[config.mk]
export PLATFORM = sky130hd
export DESIGN_NAME = tbb_bus_writer
export DESIGN_NICKNAME = d
export VERILOG_FILES = /design/src/rtl/tbb_bus_pkg.sv /design/src/rtl/tbb_shadow_regs.sv /design/src/rtl/tbb_bus_writer.sv
export SDC_FILE = /design/constraint.sdc
export NUM_CORES = 1
export LEC_CHECK = 0
export BUFFER_PORTS_ARGS = -buffer_cell sky130_fd_sc_hd__buf_2
export CORE_MARGIN = 1.5
export CORE_UTILIZATION = 55
export CTS_CLUSTER_SIZE = 16
export DETAILED_ROUTE_END_ITERATION = 16
export PLACE_DENSITY = 0.81
export SYNTH_ARGS = -nofsm -noshare
export SYNTH_HDL_FRONTEND = slang
export SYNTH_SLANG_ARGS = --single-unit
[constraint.sdc]
create_clock -name CLK -period 2.7 [get_ports CLK]
set_input_delay 0.54 -clock CLK [delete_from_list [all_inputs] [get_ports CLK]]
set_output_delay 0.54 -clock CLK [all_outputs]
set_load 0.03 [all_outputs]
[src/rtl/tbb_bus_pkg.sv]
// Shared constants, op encoding, FSM states and nibble helpers
// for the TBB1143 bus writer.
package tbb_bus_pkg;

    localparam logic [2:0] TBB_ADDR_CH0_L  = 3'd1;
    localparam logic [2:0] TBB_ADDR_CH0_H  = 3'd2;
    localparam logic [2:0] TBB_ADDR_CH0_HH = 3'd3;
    localparam logic [2:0] TBB_ADDR_CH1_L  = 3'd4;
    localparam logic [2:0] TBB_ADDR_CH1_H  = 3'd5;
    localparam logic [2:0] TBB_ADDR_CH1_HH = 3'd6;
    localparam logic [2:0] TBB_ADDR_OUTEN  = 3'd7;

    localparam logic TBB_OP_TONE = 1'b0;
    localparam logic TBB_OP_EN   = 1'b1;

    typedef enum logic [2:0] {
        IDLE,
        ADDR,
        DATA,
        GAP,
        DONE
    } tbb_state_e;

    function automatic logic [2:0] tbb_addr(
        input logic       op,
        input logic       ch,
        input logic [1:0] idx
    );
        if (op == TBB_OP_EN)
            return TBB_ADDR_OUTEN;
        return (ch ? TBB_ADDR_CH1_L : TBB_ADDR_CH0_L) + {1'b0, idx};
    endfunction

    function automatic logic [3:0] tbb_nib(
        input logic        op,
        input logic [11:0] data,
        input logic [1:0]  idx
    );
        if (op == TBB_OP_EN)
            return {2'b00, data[1:0]};
        case (idx)
            2'd0:    return data[3:0];
            2'd1:    return data[7:4];
            default: return data[11:8];
        endcase
    endfunction

    function automatic logic [1:0] tbb_first(input logic [2:0] m);
        if (m[0]) return 2'd0;
        if (m[1]) return 2'd1;
        return 2'd2;
    endfunction

endpackage

[src/rtl/tbb_shadow_regs.sv]
// Shadow copy of chip registers 1..7 (value + valid) with
// three parallel compare lookups for skip-unchanged writes.
module tbb_shadow_regs
    import tbb_bus_pkg::*;
(
    input  logic            CLK,
    input  logic            RST,
    input  logic            we_i,
    input  logic [2:0]      waddr_i,
    input  logic [3:0]      wdata_i,
    input  logic [2:0][2:0] caddr_i,
    input  logic [2:0][3:0] cdata_i,
    output logic [2:0]      hit_o
);

    logic [7:0]      vld_q;
    logic [7:0][3:0] val_q;

    always_ff @(posedge CLK or negedge RST) begin
        if (!RST) begin
            vld_q <= '0;
            val_q <= '0;
        end else if (we_i) begin
            vld_q[waddr_i] <= 1'b1;
            val_q[waddr_i] <= wdata_i;
        end
    end

    always_comb begin
        hit_o = '0;
        for (int i = 0; i < 3; i++)
            hit_o[i] = vld_q[caddr_i[i]] &&
                       (val_q[caddr_i[i]] == cdata_i[i]);
    end

endmodule

[src/rtl/tbb_bus_writer.sv]
// TBB1143 bus-write initiator: turns tone/enable commands into
// addr+data write pairs. TBB_SKIP_UNCHANGED_EN skips unchanged nibbles.
module tbb_bus_writer
    import tbb_bus_pkg::*;
#(
    parameter int GAP_CYCLES = 1
) (
    input  logic        CLK,
    input  logic        RST,
    input  logic        cmd_valid,
    output logic        cmd_ready,
    input  logic        cmd_op,
    input  logic        cmd_ch,
    input  logic [11:0] cmd_data,
    output logic        cmd_done,
    output logic        WR,
    output logic        A0,
    output logic [3:0]  D
);

    localparam bit NO_GAP = (GAP_CYCLES == 0);
    localparam logic [2:0] GAP_RLD =
        (GAP_CYCLES > 0) ? 3'(GAP_CYCLES - 1) : 3'd0;

    tbb_state_e  state_q, state_d;
    logic        op_q, op_d;
    logic        ch_q, ch_d;
    logic [11:0] data_q, data_d;
    logic [2:0]  pend_q, pend_d;
    logic [1:0]  idx_q, idx_d;
    logic [2:0]  gcnt_q, gcnt_d;
    logic        phase_q, phase_d;
    logic        wr_q, wr_d;
    logic        a0_q, a0_d;
    logic [3:0]  d_q, d_d;
    logic        done_q, done_d;
    logic [2:0]  base_mask;
    logic [2:0]  pend_acc;

    assign base_mask = (cmd_op == TBB_OP_EN) ? 3'b001 : 3'b111;

`ifdef TBB_SKIP_UNCHANGED_EN
    logic [2:0]      hit;
    logic [2:0][2:0] caddr;
    logic [2:0][3:0] cdata;

    always_comb begin
        caddr = '0;
        cdata = '0;
        for (int i = 0; i < 3; i++) begin
            caddr[i] = tbb_addr(cmd_op, cmd_ch, 2'(i));
            cdata[i] = tbb_nib(cmd_op, cmd_data, 2'(i));
        end
    end

    tbb_shadow_regs u_shadow (
        .CLK     (CLK),
        .RST     (RST),
        .we_i    (state_q == DATA),
        .waddr_i (tbb_addr(op_q, ch_q, idx_q)),
        .wdata_i (tbb_nib(op_q, data_q, idx_q)),
        .caddr_i (caddr),
        .cdata_i (cdata),
        .hit_o   (hit)
    );

    assign pend_acc = base_mask & ~hit;
`else
    assign pend_acc = base_mask;
`endif

    always_comb begin
        state_d = state_q;
        op_d    = op_q;
        ch_d    = ch_q;
        data_d  = data_q;
        pend_d  = pend_q;
        idx_d   = idx_q;
        gcnt_d  = gcnt_q;
        phase_d = phase_q;
        case (state_q)
            IDLE: begin
                if (cmd_valid) begin
                    op_d    = cmd_op;
                    ch_d    = cmd_ch;
                    data_d  = cmd_data;
                    pend_d  = pend_acc;
                    idx_d   = tbb_first(pend_acc);
                    state_d = (pend_acc == 3'b000) ? DONE : ADDR;
                end
            end
            ADDR: begin
                phase_d = 1'b1;
                gcnt_d  = GAP_RLD;
                state_d = NO_GAP ? DATA : GAP;
            end
            DATA: begin
                pend_d  = pend_q & ~(3'b001 << idx_q);
                idx_d   = tbb_first(pend_d);
                phase_d = 1'b0;
                gcnt_d  = GAP_RLD;
                if (pend_d == 3'b000)
                    state_d = DONE;
                else
                    state_d = NO_GAP ? ADDR : GAP;
            end
            GAP: begin
                if (gcnt_q == 3'd0)
                    state_d = phase_q ? DATA : ADDR;
                else
                    gcnt_d = gcnt_q - 3'd1;
            end
            DONE:    state_d = IDLE;
            default: state_d = IDLE;
        endcase
    end

    // Bus pins are registered from the next state so WR tracks ADDR/DATA.
    always_comb begin
        wr_d   = (state_d == ADDR) || (state_d == DATA);
        a0_d   = (state_d == DATA);
        done_d = (state_d == DONE);
        d_d    = 4'd0;
        if (state_d == ADDR)
            d_d = {1'b0, tbb_addr(op_d, ch_d, idx_d)};
        else if (state_d == DATA)
            d_d = tbb_nib(op_d, data_d, idx_d);
    end

    always_ff @(posedge CLK or negedge RST) begin
        if (!RST) begin
            state_q <= IDLE;
            op_q    <= 1'b0;
            ch_q    <= 1'b0;
            data_q  <= '0;
            pend_q  <= '0;
            idx_q   <= '0;
            gcnt_q  <= '0;
            phase_q <= 1'b0;
            wr_q    <= 1'b0;
            a0_q    <= 1'b0;
            d_q     <= '0;
            done_q  <= 1'b0;
        end else begin
            state_q <= state_d;
            op_q    <= op_d;
            ch_q    <= ch_d;
            data_q  <= data_d;
            pend_q  <= pend_d;
            idx_q   <= idx_d;
            gcnt_q  <= gcnt_d;
            phase_q <= phase_d;
            wr_q    <= wr_d;
            a0_q    <= a0_d;
            d_q     <= d_d;
            done_q  <= done_d;
        end
    end

    assign cmd_ready = (state_q == IDLE);
    assign cmd_done  = done_q;
    assign WR        = wr_q;
    assign A0        = a0_q;
    assign D         = d_q;

endmodule
; Word level (Yosys, flattened, before mapping)
; Index checks and enable logic that the tools add are counted.
[totals]
regBits = 33
in_bits = 17
out_inout_bits = 8
word_cells = 90
[classes]
addsub = 2
n_eq_ne = 9
n_shift = 1
muxes = 52
bitwise = 2
reduce_logical = 12
[op_table]
columns = op, count
row1 = 2-to-1 mux 3 bit, 10
row2 = 2-to-1 mux 12 bit, 2
row3 = 2-to-1 mux 1 bit, 20
row4 = 2-to-1 mux 2 bit, 10
row5 = 2-to-1 mux 4 bit, 4
row6 = logical NOT 3 bit, 4
row7 = case mux 3 bit (2 select lines), 2
row8 = case mux 3 bit (4 select lines), 1
row9 = equality test 3 x 2 -> 1 bit (second input constant), 3
row10 = case mux 4 bit (2 select lines), 1
row11 = equality test 3 x 1 -> 1 bit (second input constant), 2
row12 = nonzero test 2 bit, 3
row13 = != test 2 bit (second input constant), 2
row14 = case mux 2 bit (2 select lines), 1
row15 = AND reduction 2 bit, 2
row16 = adder 3 x 2 -> 3 bit, 1
row17 = bitwise AND 3 bit, 1
row18 = equality test 3 bit (second input constant), 1
row19 = NOT 3 bit, 1
row20 = left shift 1 x 2 -> 3 bit (first input constant), 1
row21 = subtractor 3 x 1 -> 3 bit (second input constant), 1
row22 = equality test 2 x 1 -> 1 bit (second input constant), 1
row23 = logical NOT 2 bit, 1
row24 = case mux 1 bit (2 select lines), 1
row25 = other kinds (2), 2

; Logic depth before layout (Yosys ltp)
; Gate-level depths: netlist (run 1).
[depth]
word_depth = 16
depth_mapped = 11
depth_no_buf = 10

; Worst setup path after synthesis (run 1)
; No wires, ideal clock.
[synth_timing]
kind = input-to-reg
from = input cmd_valid
to = register d_q[2] (netlist: D[2])
arrival_time_ps = 2219
required_ps = 2565
setup_slack_ps = 346
cell_stages = 9
n_path_buf = 1
cell_sequence = nor4b_4 -> buf_6 -> mux2i_1 -> ha_1 -> ha_1 -> xor2_1 -> or3_1 -> o311ai_0 -> o21ai_1
[synth_via]
elab_chain_len = 8
elab_cells_between_ends = 25
[synth_lines]
columns = element, line_no
row1 = "start, declared", tbb_bus_writer.sv:10  ; input logic cmd_valid,
row2 = branches (longest 7 deep; another with case mux 4 bit (2 select lines)), -
row3 = 2-to-1 mux 4 bit (*), tbb_bus_writer.sv:124  ; if (state_d == ADDR)
row4 = named net d_d[2], tbb_bus_writer.sv:35  ; logic [3:0] d_q, d_d;
row5 = "end signal, assigned", tbb_bus_writer.sv:142  ; d_q <= '0;
row6 = "end signal, assigned", tbb_bus_writer.sv:155  ; d_q <= d_d;
row7 = "end, declared", tbb_bus_writer.sv:35
; Mark *: on every way through the listed nets, which the timed path passes. The select of a mux whose other input is x is not followed.
; A chain may end at the register's enable or synchronous reset.

; Worst setup path after layout (run 1)
[layout_timing]
from = register idx_q[0]
to = register d_q[2] (netlist: D[2])
[layout_via]
elab_chain_len = 14
elab_cells_between_ends = 26
[layout_lines]
columns = element, line_no
row1 = "start, declared", tbb_bus_writer.sv:30  ; logic [1:0] idx_q, idx_d;
row2 = "start signal, assigned", tbb_bus_writer.sv:150  ; idx_q <= idx_d;
row3 = left shift 1 x 2 -> 3 bit, tbb_bus_writer.sv:98  ; pend_d = pend_q & ~(3'b001 << idx_q);
row4 = NOT 3 bit, tbb_bus_writer.sv:98
row5 = bitwise AND 3 bit, tbb_bus_writer.sv:98
row6 = 2-to-1 mux 1 bit (2 in series), tbb_bus_pkg.sv:50  ; if (m[1]) return 2'd1;
row7 = 2-to-1 mux 1 bit, tbb_bus_writer.sv:81  ; case (state_q)
row8 = 2-to-1 mux 2 bit, tbb_bus_pkg.sv:51  ; return 2'd2;
row9 = 2-to-1 mux 2 bit, tbb_bus_pkg.sv:50
row10 = case mux 2 bit (2 select lines) (*), tbb_bus_writer.sv:81
row11 = named net idx_d[0], tbb_bus_writer.sv:30
row12 = equality test 2 x 1 -> 1 bit / logical NOT 2 bit (equally long branches), tbb_bus_pkg.sv:41  ; case (idx)
row13 = case mux 4 bit (2 select lines), tbb_bus_pkg.sv:41
row14 = 2-to-1 mux 4 bit, tbb_bus_pkg.sv:41
row15 = 2-to-1 mux 4 bit, tbb_bus_writer.sv:126  ; else if (state_d == DATA)
row16 = 2-to-1 mux 4 bit (*), tbb_bus_writer.sv:124
row17 = named net d_d[2], tbb_bus_writer.sv:35
; The timed path passes the listed nets; every way through them passes the cells marked *. The select of a mux whose other input is x is not followed.

==> flow_summary.json, run 1 <==
{
  "status": "completed",
  "drive_gt1_share_pct": 29.7,
  "htreeDepth": 2,
  "grt_antenna_before_repair": 0,
  "intPower_mw": 1.26,
  "insertedDiodeCount": 0,
  "crit_buf_inv": 0,
  "power.switching_mw": 0.880,
  "clock-sinks": 33,
  "clkTransAtPathRegs_ns": 0.10,
  "synth-edff-count": 0,
  "syn-num-nets": 171,
  "rsz0062_at_grt": "false",
  "drt-total-wl_mm": 3.19,
  "synth_cell_types": 41,
  "p_per_area_nw_per_um2": 1160,
  "finalSetupTns_ns": 0,
  "pwr-share-comb_pct": 50.6,
  "area_growth_pct": 13.8,
  "clock_power_share_pct": 12.3,
  "path_cells": "or2_2 > a21o_1 > o21ai_0 > ha_1 > ha_1 > xor2_1 > or3_1 > o311ai_0 > o21ai_1",
  "critPathSlowestCell": "dfrtp_1",
  "drv_cap": 0,
  "total_power_mw": 2.14,
  "antenna_left": 0,
  "cp-start-kind": "flip-flop",
  "ys.flop_type": "dfrtp_1",
  "firstDrtPassIters": 4,
  "holdBufCountCts": 0,
  "maxSlewViolCount": 0,
  "synth_seq_area_share_pct": 51.2,
  "critical-path-top-delay-family": "compound AO/OA/AOI/OAI gates",
  "grt_pass1_vias": 1271,
  "num_rows": 19,
  "insertion_delay_ns": 0.34,
  "power_frac_seq_pct": 37.1,
  "numCtsBuffers": 5,
  "postSynth.asyncResetShare_pct": 100,
  "dp_hpwl_mm": 2.40,
  "grt_max_degree": 34,
  "synthesis.instances": 150,
  "relSlewSlack_pct": 52.3,
  "drc": 0,
  "fin_crit_sh_pct": 89.5,
  "post-route-min-period_ns": 2.42,
  "finalHoldViolCount": 0,
  "detailroute.via_count": 1258,
  "clk_path_buf_depth": 2,
  "worstPathMaxFanout": 6,
  "switching_share_pct": 41.2,
  "timing.rr.start": "idx_q[0]",
  "port_buffers": 24,
  "synth.cell_area_um2": 1610,
  "grt-ovfl-total": 0,
  "path_common_cell": "ha_1",
  "setup_viol": 0,
  "cpPeakStageDelay_ns": 0.45,
  "startpoint": "idx_q[0]",
  "coreArea_um2": 2780,
  "viasPerCell": 5.91,
  "die_w_um": 57.2,
  "ir_worst_vdd_uv": 987,
  "final_nets": 202,
  "cp-end-kind": "flip-flop",
  "required_ns": 2.92,
  "ys_ff_latch": 33,
  "max_freq_mhz": 414,
  "start_util_pct": 58.0,
  "worstPathArrival_ns": 2.64,
  "dpl_cell_area_um2": 1790,
  "fin_area_um2": 1840,
  "cts_setup_buffers": 0,
  "first_iter_violations": 45,
  "synth_area_per_cell_um2": 10.8,
  "ios": 25,
  "postLayoutCoreUtil_pct": 66.0,
  "routabilityCongestion": 0.785,
  "worst_slew_pin_slew_ns": 0.715,
  "grt.total_usage_pct": 22.6,
  "hold_path.class": "in2async",
  "fp.dieH_um": 57.2,
  "dieArea_um2": 3270,
  "path_class": "reg2reg",
  "root_buffer": "clkbuf_4",
  "cts_tree": "yes",
  "grt_pass1_wl_mm": 5.54,
  "cts_resized": 0,
  "p_leak_nw": 0.864,
  "wl_per_cell_um": 15.0,
  "finalClockSkew_ns": 0.00944,
  "synth_warnings": 0
}
-- synth_stat cells (3+ instances only) --
cell | number | share of area [%]
clkbuf_1 | 3 | 0.70
dfrtp_1 | 33 | 51
nor2_1 | 10 | 2.3
inv_1 | 7 | 1.6
nor3_1 | 4 | 1.2
nand2b_1 | 4 | 1.6
nand2_1 | 12 | 2.8
mux2_2 | 10 | 7.0
a21oi_1 | 10 | 3.1
ha_1 | 4 | 3.1
o21ai_0 | 13 | 4.0
or2_2 | 3 | 1.2
-- cell families after synthesis --
| logic type | after synthesis | share of synthesized area, % |
|---|---|---|
| AOI/OAI and AO/OA | 39 | 15.4 |
| and+or+nand+nor | 44 | 14.7 |
| xor gates and xnor gates | 2 | 1.09 |
| adders and majority gates | 4 | 3.10 |
| muxes | 15 | 10.9 |
| DFF | 33 | 51.2 |
| buffers and inverters | 13 | 3.64 |
-- area by class of cell --
class / count / area [um2]
well taps: 31 / 38.8
flip-flops and latches: 33 / 826
fillers: 226 / 945
multi-input cells: 104 / 729
clock buffers: 6 / 41.3
inverters: 7 / 26.3
repair buffers: 30 / 165
clock inverters: 2 / 10.0
-- flip-flops by register name (all words and copies together), names as in the netlist, 2 cells and up --
name / cells
D: 4
data_q: 12
gcnt_q: 3
idx_q: 2
pend_q: 3
state_q: 3
-- routing by layer --
| layer | vias to the layer above | share of wire, % | GRT usage, % |
|---|---|---|---|
| met4 | 0 | 3.3 | 14.6 |
| li1 | 594 | - | - |
| met2 | 38 | 49 | 37.4 |
| met1 | 614 | 43 | 26.5 |
| met5 | - | 0 | 0 |
| met3 | 12 | 4.5 | 4.76 |
-- power by group through the flow --
stage / clock network (mW) / registers, mW / logic (mW)
5_1_grt: 0.289 / 0.814 / 1.19
6_report: 0.263 / 0.793 / 1.08
3_3_place_gp: 0 / 0.789 / 1.04
3_5_place_dp: 0 / 0.804 / 1.08
2_1_floorplan: 0 / 0.873 / 0.726
4_1_cts: 0.268 / 0.795 / 1.08
-- stage by stage --
step | hold slack, ns | setup WS [ns] | cells
after floorplan | 0.244 | 0.346 | 150
after global placement | 0.472 | 0.436 | 205
after detailed placement | 0.484 | 0.287 | 205
after CTS | 0.261 | 0.268 | 213
after global routing | 0.293 | 0.133 | 213
final | 0.244 | 0.283 | 213
-- path summary, 6_finish.rpt --
| kind | endpoint | slack (ns) | depth (start not counted) |
|---|---|---|---|
| setup / recovery | D[2] | 0.28 | 9 |
| hold / removal | gcnt_q[0] | 0.24 | 1 |
| setup reg to reg | D[2] | 0.28 | 9 |
| hold reg to reg | data_q[2] | 0.51 | 1 |
| max in group asynchronous | phase_q | 2.00 | 1 |
| min in group CLK | data_q[9] | 0.44 | 2 |
-- placed cells by master, fill, tap and decap left out, types with 3 or more instances in the layout --
cell type	count
or2_2	3
ha_1	4
nand2_1	12
nor3_1	4
mux2_2	10
nand2b_1	4
clkbuf_4	5
dfrtp_1	33
buf_2	24
nor2_1	10
inv_1	7
o21ai_0	13
buf_4	6
a21oi_1	10
Note: power is estimated with default switching activity, not from simulation.
==> inputs of run 2 (changes only) <==
REMOVE_ABC_BUFFERS = 1   (was default)
==> run 2 against run 1 <==
Net effect:
- non-clock buffer count down 1
- cell count down 0.47%
- global-route usage down 1.8 points
- clock power down 3%
- cell area down 0.41%
- routed wire length down 8.8%
- critical endpoint unchanged
- highest routed layer unchanged
==> flow_summary.json, run 2 (synthesis results as in run 1) <==
{
  "use_met2_pct": 30.9,
  "path_class": "reg2reg",
  "worstPathMaxFanout": 9,
  "drt-total-wl_mm": 2.91,
  "total_power_mw": 2.09,
  "dp_slack_ns": 0.312,
  "fp.dieH_um": 57.2,
  "first_iter_violations": 22,
  "htreeDepth": 2,
  "insertion_delay_ns": 0.33,
  "status": "completed",
  "p_leak_nw": 0.859,
  "cp-end-kind": "flip-flop",
  "worst_slew_pin_slew_ns": 0.718,
  "finalClockSkew_ns": 0.00833,
  "dp_hpwl_mm": 2.15,
  "rsz0062_at_grt": "false",
  "fin_crit_sh_pct": 88.7,
  "finalHoldViolCount": 0,
  "holdBufCountCts": 0,
  "layout_setup_ws_ns": 0.304,
  "final_nets": 201,
  "antenna_left": 0,
  "met1_usage_pct": 27.3,
  "layout_commonest_cell": "dfrtp_1",
  "post-route-min-period_ns": 2.40,
  "finalSetupTns_ns": 0,
  "setup_viol": 0,
  "drive_gt1_share_pct": 29.3,
  "grt-ovfl-total": 0,
  "clk_path_buf_depth": 2,
  "final_cell_mix": "33 x dfrtp_1, 24 x buf_2, 13 x o21ai_0",
  "cts_setup_buffers": 0,
  "viasPerCell": 5.66,
  "grt_pass1_vias": 1125,
  "top_register": "data_q",
  "ios": 25,
  "grt_pass1_wl_mm": 5.05,
  "p_per_area_nw_per_um2": 1140,
  "hold_ws_ns": 0.254,
  "required_ns": 2.90,
  "fin_area_um2": 1830,
  "grt_max_degree": 34,
  "cp-start-kind": "flip-flop",
  "final_cells": 212,
  "area_growth_pct": 13.3,
  "grt_use_met3_pct": 6.35,
  "gr-max-usage-layer": "met2",
  "hold_path.class": "in2async",
  "port_buffers": 24,
  "max_freq_mhz": 417,
  "worstPathArrival_ns": 2.60,
  "grt.total_usage_pct": 20.8,
  "cts_tree": "yes",
  "largest_register_ffs": 12,
  "relSlewSlack_pct": 52.2,
  "die_w_um": 57.2,
  "drv_cap": 0,
  "ir_worst_vdd_uv": 869,
  "insertedDiodeCount": 0,
  "numCtsBuffers": 5,
  "dieArea_um2": 3270,
  "routabilityCongestion": 0.846,
  "dpl_cell_area_um2": 1780,
  "rr_worst_depth": 9,
  "root_buffer": "clkbuf_4",
  "grt_antenna_before_repair": 0,
  "firstDrtPassIters": 4,
  "coreArea_um2": 2780,
  "start_util_pct": 58.0,
  "drc": 0,
  "dp_cells": 204,
  "detailroute.via_count": 1199,
  "cts_resized": 0,
  "num_rows": 19,
  "clock-sinks": 33,
  "postLayoutCoreUtil_pct": 65.8,
  "clkTransAtPathRegs_ns": 0.10,
  "maxSlewViolCount": 0,
  "wl_per_cell_um": 13.7
}
[run 2: cell count changes in the layout (fill, tap and decap cells not counted)]
cell / change
buf_4: -1
[run 2: worst paths after layout]
path | to | slack (ns) | startpoint
setup / recovery | D[2] | 0.30 | idx_q[1]
hold / removal | data_q[0] | 0.25 | RST
setup reg to reg | D[2] | 0.30 | idx_q[1]
hold reg to reg | data_q[5] | 0.49 | data_q[5]
max in group asynchronous | state_q[0] | 1.98 | RST
min in group CLK | data_q[9] | 0.45 | cmd_data[9]
[run 2: final cells by class]
type / count / area [um2]
well taps: 31 / 38.8
multi-input cells: 104 / 729
flip-flops and latches: 33 / 826
inverters: 7 / 26.3
fillers: 231 / 952
clock buffers: 6 / 41.3
repair buffers: 29 / 158
clock inverters: 2 / 10.0
[run 2: per-layer routing]
metal	up-vias	part of all wire, %
met2	38	46
met3	6	6.0
li1	593	-
met4	0	2.7
met1	562	45
met5	-	0
[run 2: power by group]
group	internal [mW]	switching (mW)
registers	0.699	0.100
logic	0.450	0.588
clock network	0.0990	0.155
[run 2: worst max-delay path, stage by stage (launching register included)]
cell	delay (ns)
dfrtp_1	0.49
or2_2	0.34
a21o_1	0.22
o21ai_0	0.24
ha_1	0.19
ha_1	0.20
xor2_1	0.07
or3_1	0.30
o311ai_0	0.10
o21ai_1	0.12
==> inputs of run 3 (changes only) <==
ABC_AREA = 1   (was default)
GPL_TIMING_DRIVEN = 0   (was default)
==> run 3 against run 2 <==
Net effect:
- the flow now finishes with violations (design-rule violations)
- hold slack got worse by 0.0062 ns
- synthesized area rose by 1.8%
- count of clock-buffer cells in the layout rose by 1
- sequential share of layout area fell by 0.18 points
- register-to-register slack improved by 0.37 ns
- combinational power rose by 12%
- maximum frequency rose by 18%
- routed wire length rose by 1.0%
- sequential power barely moved
- critical endpoint is now D[1]
- largest cell class unchanged
- highest routed layer unchanged
==> flow_summary.json, run 3 <==
{
  "synth_top_cell_by_area": "dfrtp_1",
  "critPathSlowestCell": "dfrtp_1",
  "fin_area_um2": 1840,
  "cts_resized": 0,
  "rsz0062_at_grt": "false",
  "synth-edff-count": 0,
  "rrSetupSlack_ns": 0.67,
  "yosys.area_share.simple_pct": 34.3,
  "holdBufCountCts": 0,
  "finalSetupTns_ns": 0,
  "start_util_pct": 58.6,
  "hold_path.class": "in2async",
  "p_leak_nw": 1.01,
  "insertedDiodeCount": 0,
  "detailroute.via_count": 1272,
  "drt-total-wl_mm": 2.94,
  "dieArea_um2": 3320,
  "fp.dieH_um": 57.7,
  "p_per_area_nw_per_um2": 1220,
  "synth-xor-area-share_pct": 0,
  "coreArea_um2": 2810,
  "worst_slew_pin_slew_ns": 0.709,
  "cts_tree": "yes",
  "rr_endpoint": "D[1]",
  "wl_per_cell_um": 11.9,
  "cpPeakStageDelay_ns": 0.46,
  "drc": 4,
  "grt_pass1_wl_mm": 5.29,
  "largest_register_ffs": 12,
  "grt_max_degree": 34,
  "die_w_um": 57.7,
  "clkTransAtPathRegs_ns": 0.09,
  "insertion_delay_ns": 0.33,
  "dp_hpwl_mm": 2.21,
  "clk_path_buf_depth": 2,
  "antenna_left": 0,
  "root_buffer": "clkbuf_4",
  "numCtsBuffers": 5,
  "dpl_cell_area_um2": 1780,
  "path_cells": "nor2_4 > nand3_4 > o21ai_2 > inv_1 > ha_1 > ha_1 > inv_1 > nand2_1 > nand3_1 > nand3_2",
  "routabilityCongestion": 0.865,
  "synth.cell_area_um2": 1640,
  "layout_commonest_cell": "nand2_1",
  "synthMuxAreaShare_pct": 0,
  "synth_top_family_by_area": "simple AND/OR/NAND/NOR gates",
  "post-synth-top-count-cell": "nand2_1",
  "first_iter_violations": 40,
  "ir_worst_vdd_uv": 535,
  "max_freq_mhz": 493,
  "required_ns": 2.93,
  "status": "finished, violations left",
  "synth_area_per_cell_um2": 8.79,
  "grt_antenna_before_repair": 0,
  "synth_cell_types": 22,
  "grt-ovfl-total": 0,
  "cts_setup_buffers": 0,
  "final_cell_mix": "58 x nand2_1, 33 x dfrtp_1, 24 x buf_2",
  "finalClockSkew_ns": 0.00500,
  "finalHoldViolCount": 0,
  "violations": "design-rule violations",
  "path_class": "reg2reg",
  "crit_buf_inv": 2,
  "grt.total_usage_pct": 21.4,
  "num_rows": 19,
  "synthTopCellsByArea": "dfrtp_1 50%, nand2_1 13%, nand2_2 6.1%",
  "htreeDepth": 2,
  "final_nets": 237,
  "ys_ff_latch": 33,
  "fin_crit_sh_pct": 75.1,
  "post-route-min-period_ns": 2.03,
  "synthesis.instances": 187,
  "cp-start-kind": "flip-flop",
  "synth_warnings": 0,
  "area_growth_pct": 11.8,
  "synth_compound_area_share_pct": 5.56,
  "timing.rr.start": "state_q[0]",
  "cp-end-kind": "flip-flop",
  "critical-path-top-delay-family": "simple AND/OR/NAND/NOR gates",
  "maxSlewViolCount": 0,
  "worstPathMaxFanout": 16,
  "viasPerCell": 5.15,
  "synth.top_cells.by_count": "58 x nand2_1, 33 x dfrtp_1, 18 x inv_1",
  "synthAdderAreaFrac_pct": 3.05,
  "drive_gt1_share_pct": 31.0,
  "synth_seq_area_share_pct": 50.3,
  "relSlewSlack_pct": 52.7,
  "hold_ws_ns": 0.248,
  "port_buffers": 24,
  "drv_cap": 0,
  "synth_top_area_share_pct": 50.3,
  "postSynth.asyncResetShare_pct": 100,
  "grt_pass1_vias": 1272,
  "rr_worst_depth": 10,
  "firstDrtPassIters": 10,
  "ys.flop_type": "dfrtp_1",
  "top_register": "data_q",
  "clock-sinks": 33,
  "ios": 25,
  "setup_viol": 0,
  "worstPathArrival_ns": 2.25
}
## run 3: kinds of logic (layout without fill, tap and decap cells)
kind of cell / Yosys count / after routing
buffers and inverters: 26 / 55
AND/OR/NAND/NOR: 109 / 109
AO/OA/AOI/OAI: 15 / 15
adder cells (fa/ha/maj): 4 / 4
flip-flops: 33 / 33
## run 3: how the worst max path moves through the flow
stage,cells past startpoint,endpoint,slack (ns),start
6_report,10,D[1],0.67,state_q[0]
4_1_cts,10,D[1],0.64,state_q[0]
3_5_place_dp,10,D[1],0.61,cmd_valid
2_1_floorplan,10,D[1],0.91,state_q[2]
5_1_grt,10,D[1],0.52,state_q[2]
3_3_place_gp,10,D[1],0.66,cmd_valid
## run 3: report_power, final
group          internal, mW  switching (mW)
logic                 0.370           0.793
registers             0.699           0.102
clock network         0.123           0.153
total                  1.19            1.05
## run 3: stage by stage
step,power [mW],util (%),setup slack (ns),std cells
floorplan,1.72,-,0.907,185
global placement,1.94,63.5,0.665,240
detailed placement,1.98,63.5,0.612,240
CTS,2.27,65.5,0.640,247
global route,2.44,65.5,0.517,247
finish,2.24,65.5,0.672,247
## run 3: area by class of cell
| cell class | count | area (um2) |
|---|---|---|
| Tap cell | 31 | 38.8 |
| Multi-Input combinational cell | 128 | 704 |
| Inverter | 24 | 92.6 |
| Timing Repair Buffer | 24 | 120 |
| Clock buffer | 7 | 55.1 |
| Fill cell | 243 | 968 |
| Sequential cell | 33 | 826 |
## run 3: per-layer routing
metal | GRT usage [%] | vias up | wire length (um)
li1 | - | 647 | -
met1 | 24.0 | 595 | 1260
met2 | 37.2 | 23 | 1490
met3 | 4.91 | 7 | 131
met4 | 12.6 | 0 | 61
met5 | 0 | - | 0
